## config.mk

```make
export PLATFORM = sky130hd
export DESIGN_NAME = systolic_result_drain
export DESIGN_NICKNAME = d
export VERILOG_FILES = /design/src/rtl/systolic_result_drain.sv
export SDC_FILE = /design/constraint.sdc
export NUM_CORES = 1
export LEC_CHECK = 0
export CORE_MARGIN = 2
export CORE_UTILIZATION = 39
export DETAILED_ROUTE_END_ITERATION = 7
export PLACE_DENSITY = 0.75
export SLEW_MARGIN = 10
export SYNTH_ARGS = -nofsm -noshare
export SYNTH_HDL_FRONTEND = slang
export SYNTH_SLANG_ARGS = --single-unit
```

## constraint.sdc

```tcl
create_clock -name clk -period 1.65 [get_ports clk]
set_input_delay 0.2475 -clock clk [delete_from_list [all_inputs] [get_ports clk]]
set_output_delay 0.2475 -clock clk [all_outputs]
set_load 0.01 [all_outputs]
```

## src/rtl/systolic_result_drain.sv

```systemverilog
`default_nettype none
// ============================================================================
// systolic_result_drain : sweeps array selects, streams results row-major
// Revision 1.0
// ============================================================================
module systolic_result_drain #(
    parameter int SIZE  = 16,
    parameter int NBITS = 16
) (
    input  logic                                clk,
    input  logic                                rst,
    input  logic                                start,
    output logic                                busy,
    output logic                                done,
    output logic [((SIZE > 1) ? $clog2(SIZE) : 1)-1:0] out_rsel,
    output logic [((SIZE > 1) ? $clog2(SIZE) : 1)-1:0] out_csel,
    input  logic [NBITS-1:0]                    b_s_in,
    output logic                                send_val,
    input  logic                                send_rdy,
    output logic [NBITS-1:0]                    send_msg,
    output logic                                send_last
);

    localparam int IW = (SIZE > 1) ? $clog2(SIZE) : 1;
    localparam logic [IW-1:0] C_MAX = IW'(SIZE - 1);

    typedef enum logic [1:0] {
        S_IDLE  = 2'd0,
        S_DRAIN = 2'd1,
        S_FLUSH = 2'd2,
        S_DONE  = 2'd3
    } state_t;

    state_t r_state;
    state_t w_next;
    logic   w_free;
    logic   w_capture;
    logic   w_final;
    logic   w_xfer;

    // Register can be refilled in the same cycle its current word leaves
    assign w_free    = !send_val || send_rdy;
    assign w_xfer    = send_val && send_rdy;
    assign w_capture = (r_state == S_DRAIN) && w_free;
    assign w_final   = (out_rsel == C_MAX) && (out_csel == C_MAX);

    always_ff @(posedge clk or posedge rst) begin
        if (rst) begin
            r_state <= S_IDLE;
        end else begin
            r_state <= w_next;
        end
    end

    always_comb begin
        w_next = r_state;
        busy   = 1'b0;
        done   = 1'b0;
        case (r_state)
            S_IDLE: begin
                if (start) begin
                    w_next = S_DRAIN;
                end
            end
            S_DRAIN: begin
                busy = 1'b1;
                if (w_capture && w_final) begin
                    w_next = S_FLUSH;
                end
            end
            S_FLUSH: begin
                busy = 1'b1;
                if (w_xfer && send_last) begin
                    w_next = S_DONE;
                end
            end
            S_DONE: begin
                done   = 1'b1;
                w_next = S_IDLE;
            end
            default: w_next = S_IDLE;
        endcase
    end

    // Row-major select sweep; selects only move when a word is captured
    always_ff @(posedge clk or posedge rst) begin
        if (rst) begin
            out_rsel <= '0;
            out_csel <= '0;
        end else if (w_capture) begin
            if (w_final) begin
                out_rsel <= '0;
                out_csel <= '0;
            end else if (out_csel == C_MAX) begin
                out_csel <= '0;
                out_rsel <= out_rsel + IW'(1);
            end else begin
                out_csel <= out_csel + IW'(1);
            end
        end
    end

    always_ff @(posedge clk or posedge rst) begin
        if (rst) begin
            send_val  <= 1'b0;
            send_msg  <= '0;
            send_last <= 1'b0;
        end else if (w_capture) begin
            send_val  <= 1'b1;
            send_msg  <= b_s_in;
            send_last <= w_final;
        end else if (w_xfer) begin
            send_val  <= 1'b0;
            send_last <= 1'b0;
        end
    end

endmodule
`default_nettype wire

```

After elaboration in Yosys (flattened, before gate mapping)
Index checks and enable logic that the tools add are counted.
{ "word_totals": {"reg_bits": 28, "input_bits": 20} }
{ "op_classes": {"n_addsub": 2, "eq_ne": 8, "mux": 13, "reduce_logical": 13} }
{ "op_table": {"columns": ["cell", "count"], "rows": [
  ["two-way mux 4 bit", 4],
  ["adder 4 x 1 -> 4 bit, second input constant", 2],
  ["equality test 4 bit, second input constant", 2],
  ["one-hot mux 2 bit (4 select lines)", 1],
  ["two-way mux 2 bit", 3],
  ["logical AND 1 bit", 5],
  ["two-way mux 1 bit", 5],
  ["equality test 2 bit, second input constant", 2],
  ["!= test 2 bit, second input constant", 2],
  ["nonzero test 2 bit", 2],
  ["AND reduction 3 bit", 1],
  ["equality test 2 x 1 -> 1 bit, second input constant", 1],
  ["zero test 2 bit", 1],
  ["!= test 2 x 1 -> 1 bit, second input constant", 1],
  ["AND reduction 2 bit", 1],
  ["OR reduction 2 bit", 1],
  ["zero test 1 bit", 1],
  ["logical OR 1 bit", 1]
]} }

Depth between registers and ports, before layout
{ "depth": {"depth_word": 6, "mapped_depth": 7, "ltp_nobuf": 5} }

Least setup slack after synthesis
No wires, ideal clock.
{ "synth_path": {"kind": "reg2reg", "startpoint": "register out_csel[0] (netlist name)", "endpoint": "register r_state[1]", "setup_ns": 0.125, "t_arrival_ns": 1.560, "required_time_ns": 1.525, "setup_slack_ns": -0.035, "path_stages_with_launch": 6, "cell_sequence": "dfrtp_1 ha_1 and3_1 nand4_1 a221o_2 mux2_4"} }
{ "synth_between": {"elab_chain_len": 5} }
{ "synth_lines": {"columns": ["item", "line_no", "rtl"], "rows": [
  ["from (decl)", "16", "output logic [((SIZE > 1) ? $clog2(SIZE) : 1)-1:0] out_csel,"],
  ["from (signal assigned)", "98", "out_csel <= out_csel + IW'(1);"],
  ["equality test 4 bit", "45", "assign w_final = (out_rsel == C_MAX) && (out_csel == C_MAX);"],
  ["logical AND 1 bit", "45", null],
  ["logical AND 1 bit", "67", "if (w_capture && w_final) begin"],
  ["!= test 2 x 1 -> 1 bit (no source line)", null, null],
  ["AND reduction 3 bit (no source line)", null, null],
  ["to (signal assigned)", "51", "r_state <= w_next;"],
  ["to (decl)", "34", "state_t r_state;"]
]} }
No other way between the ends.
A chain may end at the register's enable or synchronous reset.

Worst setup path in the final report
{ "layout_path": {"startpoint": "register out_rsel[0] (netlist name)", "endpoint": "register r_state[1]"} }
{ "layout_between": {"elab_chain_len": 5} }
{ "layout_lines": {"columns": ["item", "line_no", "rtl"], "rows": [
  ["from (decl)", "15", "output logic [((SIZE > 1) ? $clog2(SIZE) : 1)-1:0] out_rsel,"],
  ["from (signal assigned)", "96", "out_rsel <= out_rsel + IW'(1);"],
  ["equality test 4 bit", "45", null],
  ["logical AND 1 bit", "45", null],
  ["logical AND 1 bit", "67", null],
  ["!= test 2 x 1 -> 1 bit (no source line)", null, null],
  ["AND reduction 3 bit (no source line)", null, null]
]} }
No other way between the ends.

==> results.toml <==
[status]
status = "complete, but fails checks"
failed_checks = "negative setup slack"

[placement]
placement.setup.worst_slack_ps = -166.2
gp_congestion = 0.8005
detailedPlacementHpwl_mm = 2.007
buffer_ports.inserted = 47
numPlacedInstances = 197

[setup_path]
number_of_buffers_and_inverters_on_the_critical_path = 0
critical_path_class = "reg -> reg"
worst_path_max_delay_cell = "sky130_fd_sc_hd__dfrtp_1"
worst-endpoint-required_ps = 1880
cp.arrival_ps = 1920
critPathTopFamily = "flip-flops"
cp-end-kind = "flop"
start_kind = "flop"
crit_path_cell_trace = "ha_2 -> and3_1 -> nand4_1 -> a221o_2 -> mux2_4"
timing.critical_path.fanout_max = 2
crit_path_max_incr_delay_ps = 390

[route]
number_of_detailed_routing_iterations_run_before_antenna_repair = 2
vias = 974
antenna_violating_nets_post_route = 0
totalWireLength_mm = 2.701
post_drt_via_cell_ratio = 4.775
wire_per_inst_um = 13.24
first_iter_violations = 11
detail_route.drc_violations = 0

[final_layout]
final.fill_count = 242
layout-area-overhead-vs-synth_pct = 59.52
antenna_cells_inserted = 0
register_area_um2 = 700.7
nNetsFinal = 188
fraction_of_layout_cells_with_a_size_suffix_above_1 = 0.3313
fin_cells = 204
multiInputGateArea_um2 = 555.5

[global_routing]
grt_max_degree = 29
first_global_vias = 988
grt_first_pass_wirelength_mm = 4.333
groute.usage.overall = 0.1599
grt_antenna_before_repair = 0
total_overflow_reported_by_the_global_router = 0

[synthesis]
synth.yosys.seq_area_share = 0.5583
asyncSetResetFlopFracSynth = 1.000
synth_ff_type = "sky130_fd_sc_hd__dfrtp_1"
synthCells = 94
avgSynthCellArea_um2 = 13.35
postSynthRegisterBits = 28
post-synth-top-area-cell = "sky130_fd_sc_hd__dfrtp_1"
synthMostInstantiatedCell = "sky130_fd_sc_hd__dfrtp_1"
post-synth-top-area-fraction = 0.5583
post_synth_net_total = 121
yosys_warnings = 0
post_synth_instance_area_um2 = 1255
synth_area_leaders = "sky130_fd_sc_hd__dfrtp_1 56%, sky130_fd_sc_hd__mux2_2 17%, sky130_fd_sc_hd__ha_1 7.0%"
post_synth_num_cell_types = 22
synthTopCellsByCount = "28 x sky130_fd_sc_hd__dfrtp_1, 19 x sky130_fd_sc_hd__mux2_2, 7 x sky130_fd_sc_hd__ha_1, 7 x sky130_fd_sc_hd__nand3_1, 5 x sky130_fd_sc_hd__nor2_1"
synth_edf_count = 0

[cts]
clk_transition_reported_paths_ps = 150
tritoncts = "built"
cts_inserted_buffers = 3
cts_num_sinks = 28
cts-htree-levels = 1
buffers_from_clock_root_to_sink_at_most = 2
cts.root.buffer_cell = "sky130_fd_sc_hd__clkbuf_4"
clk-insertion-delay-late_ps = 320

[sta]
rsz_0062_raised_after_global_routing = "true"
final_period_minus_worst_setup_slack_ps = 1689
hold_violations = 0
setup_viol = 1
final_critical_path_setup_slack_ps = -39.04
max_freq_mhz = 592.1
drv_slew = 0
worst_pin_slew_ps = 348.4
layout_worst_path_cycle_share = 1.024
fin_skew_ps = 2.359
worst_slew_slack_as_a_fraction_of_its_limit = 0.7678

[floorplanning]
fp.dieArea_um2 = 3688
design.portCount = 48
effective_utilization_at_floorplan = 0.4111
die_y_extent_um = 60.73
row_count = 20
core_region_area_um2 = 3053
die_width_um = 60.73

[power]
cellPowerDensity_nw_per_um2 = 1133
irDropWorstVdd_v = 0.0006521
power.static_leakage_nw = 0.9382

[run]
cap_viol_max_count = 0

[min_path]
holdCritPathClass = "in -> async"
-- repair_timing --
action | CTS | global route
cloned | 0 | 0
setup endpoints to repair | 5 | 11
hold buffers | 0 | 0
gates resized for setup | 7 | 13
pin swaps | 0 | 0
setup buffers | 1 | 2
-- metal layers --
metal  vias up  part of all wire  track usage
met1       484              0.41       0.1829
met4         0             0.023      0.03727
met3         6             0.031      0.03412
li1        460                 -            -
met5         -                 0            0
met2        24              0.53       0.3026
-- where the power goes --
part	leakage, nW	switching [W]	internal, W	total (W)
registers	0.327	0.0000774	0.000836	0.000913
logic	0.583	0.000349	0.000562	0.000911
clock network	0.0279	0.000198	0.000246	0.000444
total	0.938	0.000625	0.00164	0.00227
-- worst min-delay path, delay by kind of cell --
| family | cells | cell delay [ps] |
|---|---|---|
| buf+inv | 3 | 760 |
-- cells in the final DEF (no fill, tap or decap), drive strengths merged, types with 2 or more instances in the layout --
| master | n |
|---|---|
| xor2 | 2 |
| clkbuf | 4 |
| xnor2 | 2 |
| nor2 | 5 |
| ha | 7 |
| nand3 | 7 |
| and3 | 3 |
| dlymetal6s2s | 6 |
| nand4 | 2 |
| clkdlybuf4s50 | 38 |
| mux2 | 20 |
| buf | 18 |
| mux2i | 2 |
| inv | 3 |
| dfrtp | 28 |
| nand2 | 4 |
-- logic make-up (layout without fill, tap and decap cells) --
family,count (synthesis),in the layout,share of synthesized area
AOI/OAI and AO/OA,3,3,0.02293
xor gates and xnor gates,4,4,0.02792
buffers and inverters,6,72,0.02293
muxes,22,22,0.1984
DFF,28,28,0.5583
adders and majority gates,7,7,0.06979
and+or+nand+nor,24,24,0.09970
-- per-stage QoR --
stage               cell area, µm²  power [W]  hold WS [ps]    util  setup TNS, ps
global placement              1888   0.001803         487.9  0.6184          -1495
finish                        2002   0.002269         262.2  0.6557         -39.04
detailed placement            1888   0.001839         496.8  0.6184          -1904
global route                  2002   0.002416         278.0  0.6557         -128.1
floorplan                     1255   0.001275         312.9       -         -34.95
CTS                           1957   0.002289         261.8  0.6410         -51.65
-- path summary, 6_finish.rpt --
kind / slack, ps / depth (start not counted) / from / to
max in group asynchronous: 1130 / 3 / rst / out_csel[2]
min reg2reg: 520 / 1 / send_msg[7] / send_msg[7]
max: -40 / 5 / out_rsel[0] / r_state[1]
min: 260 / 3 / rst / out_rsel[1]
max reg2reg: -40 / 5 / out_rsel[0] / r_state[1]
min in group clk: 520 / 1 / send_msg[7] / send_msg[7]
-- flip-flops by register name, summed over array words and instances, names as in the netlist --
register,cells
out_csel,4
out_rsel,4
r_state,2
send_last,1
send_msg,16
send_val,1
-- layout make-up --
type	instances	share of cell area
repair buffers	65	0.3131
clock buffers	3	0.01125
well taps	44	0.02750
flip-flops and latches	28	0.3500
clock inverters	1	0.01500
inverters	3	0.005625
multi-input cells	60	0.2775
No activity file was read; power rests on OpenSTA's default activity.
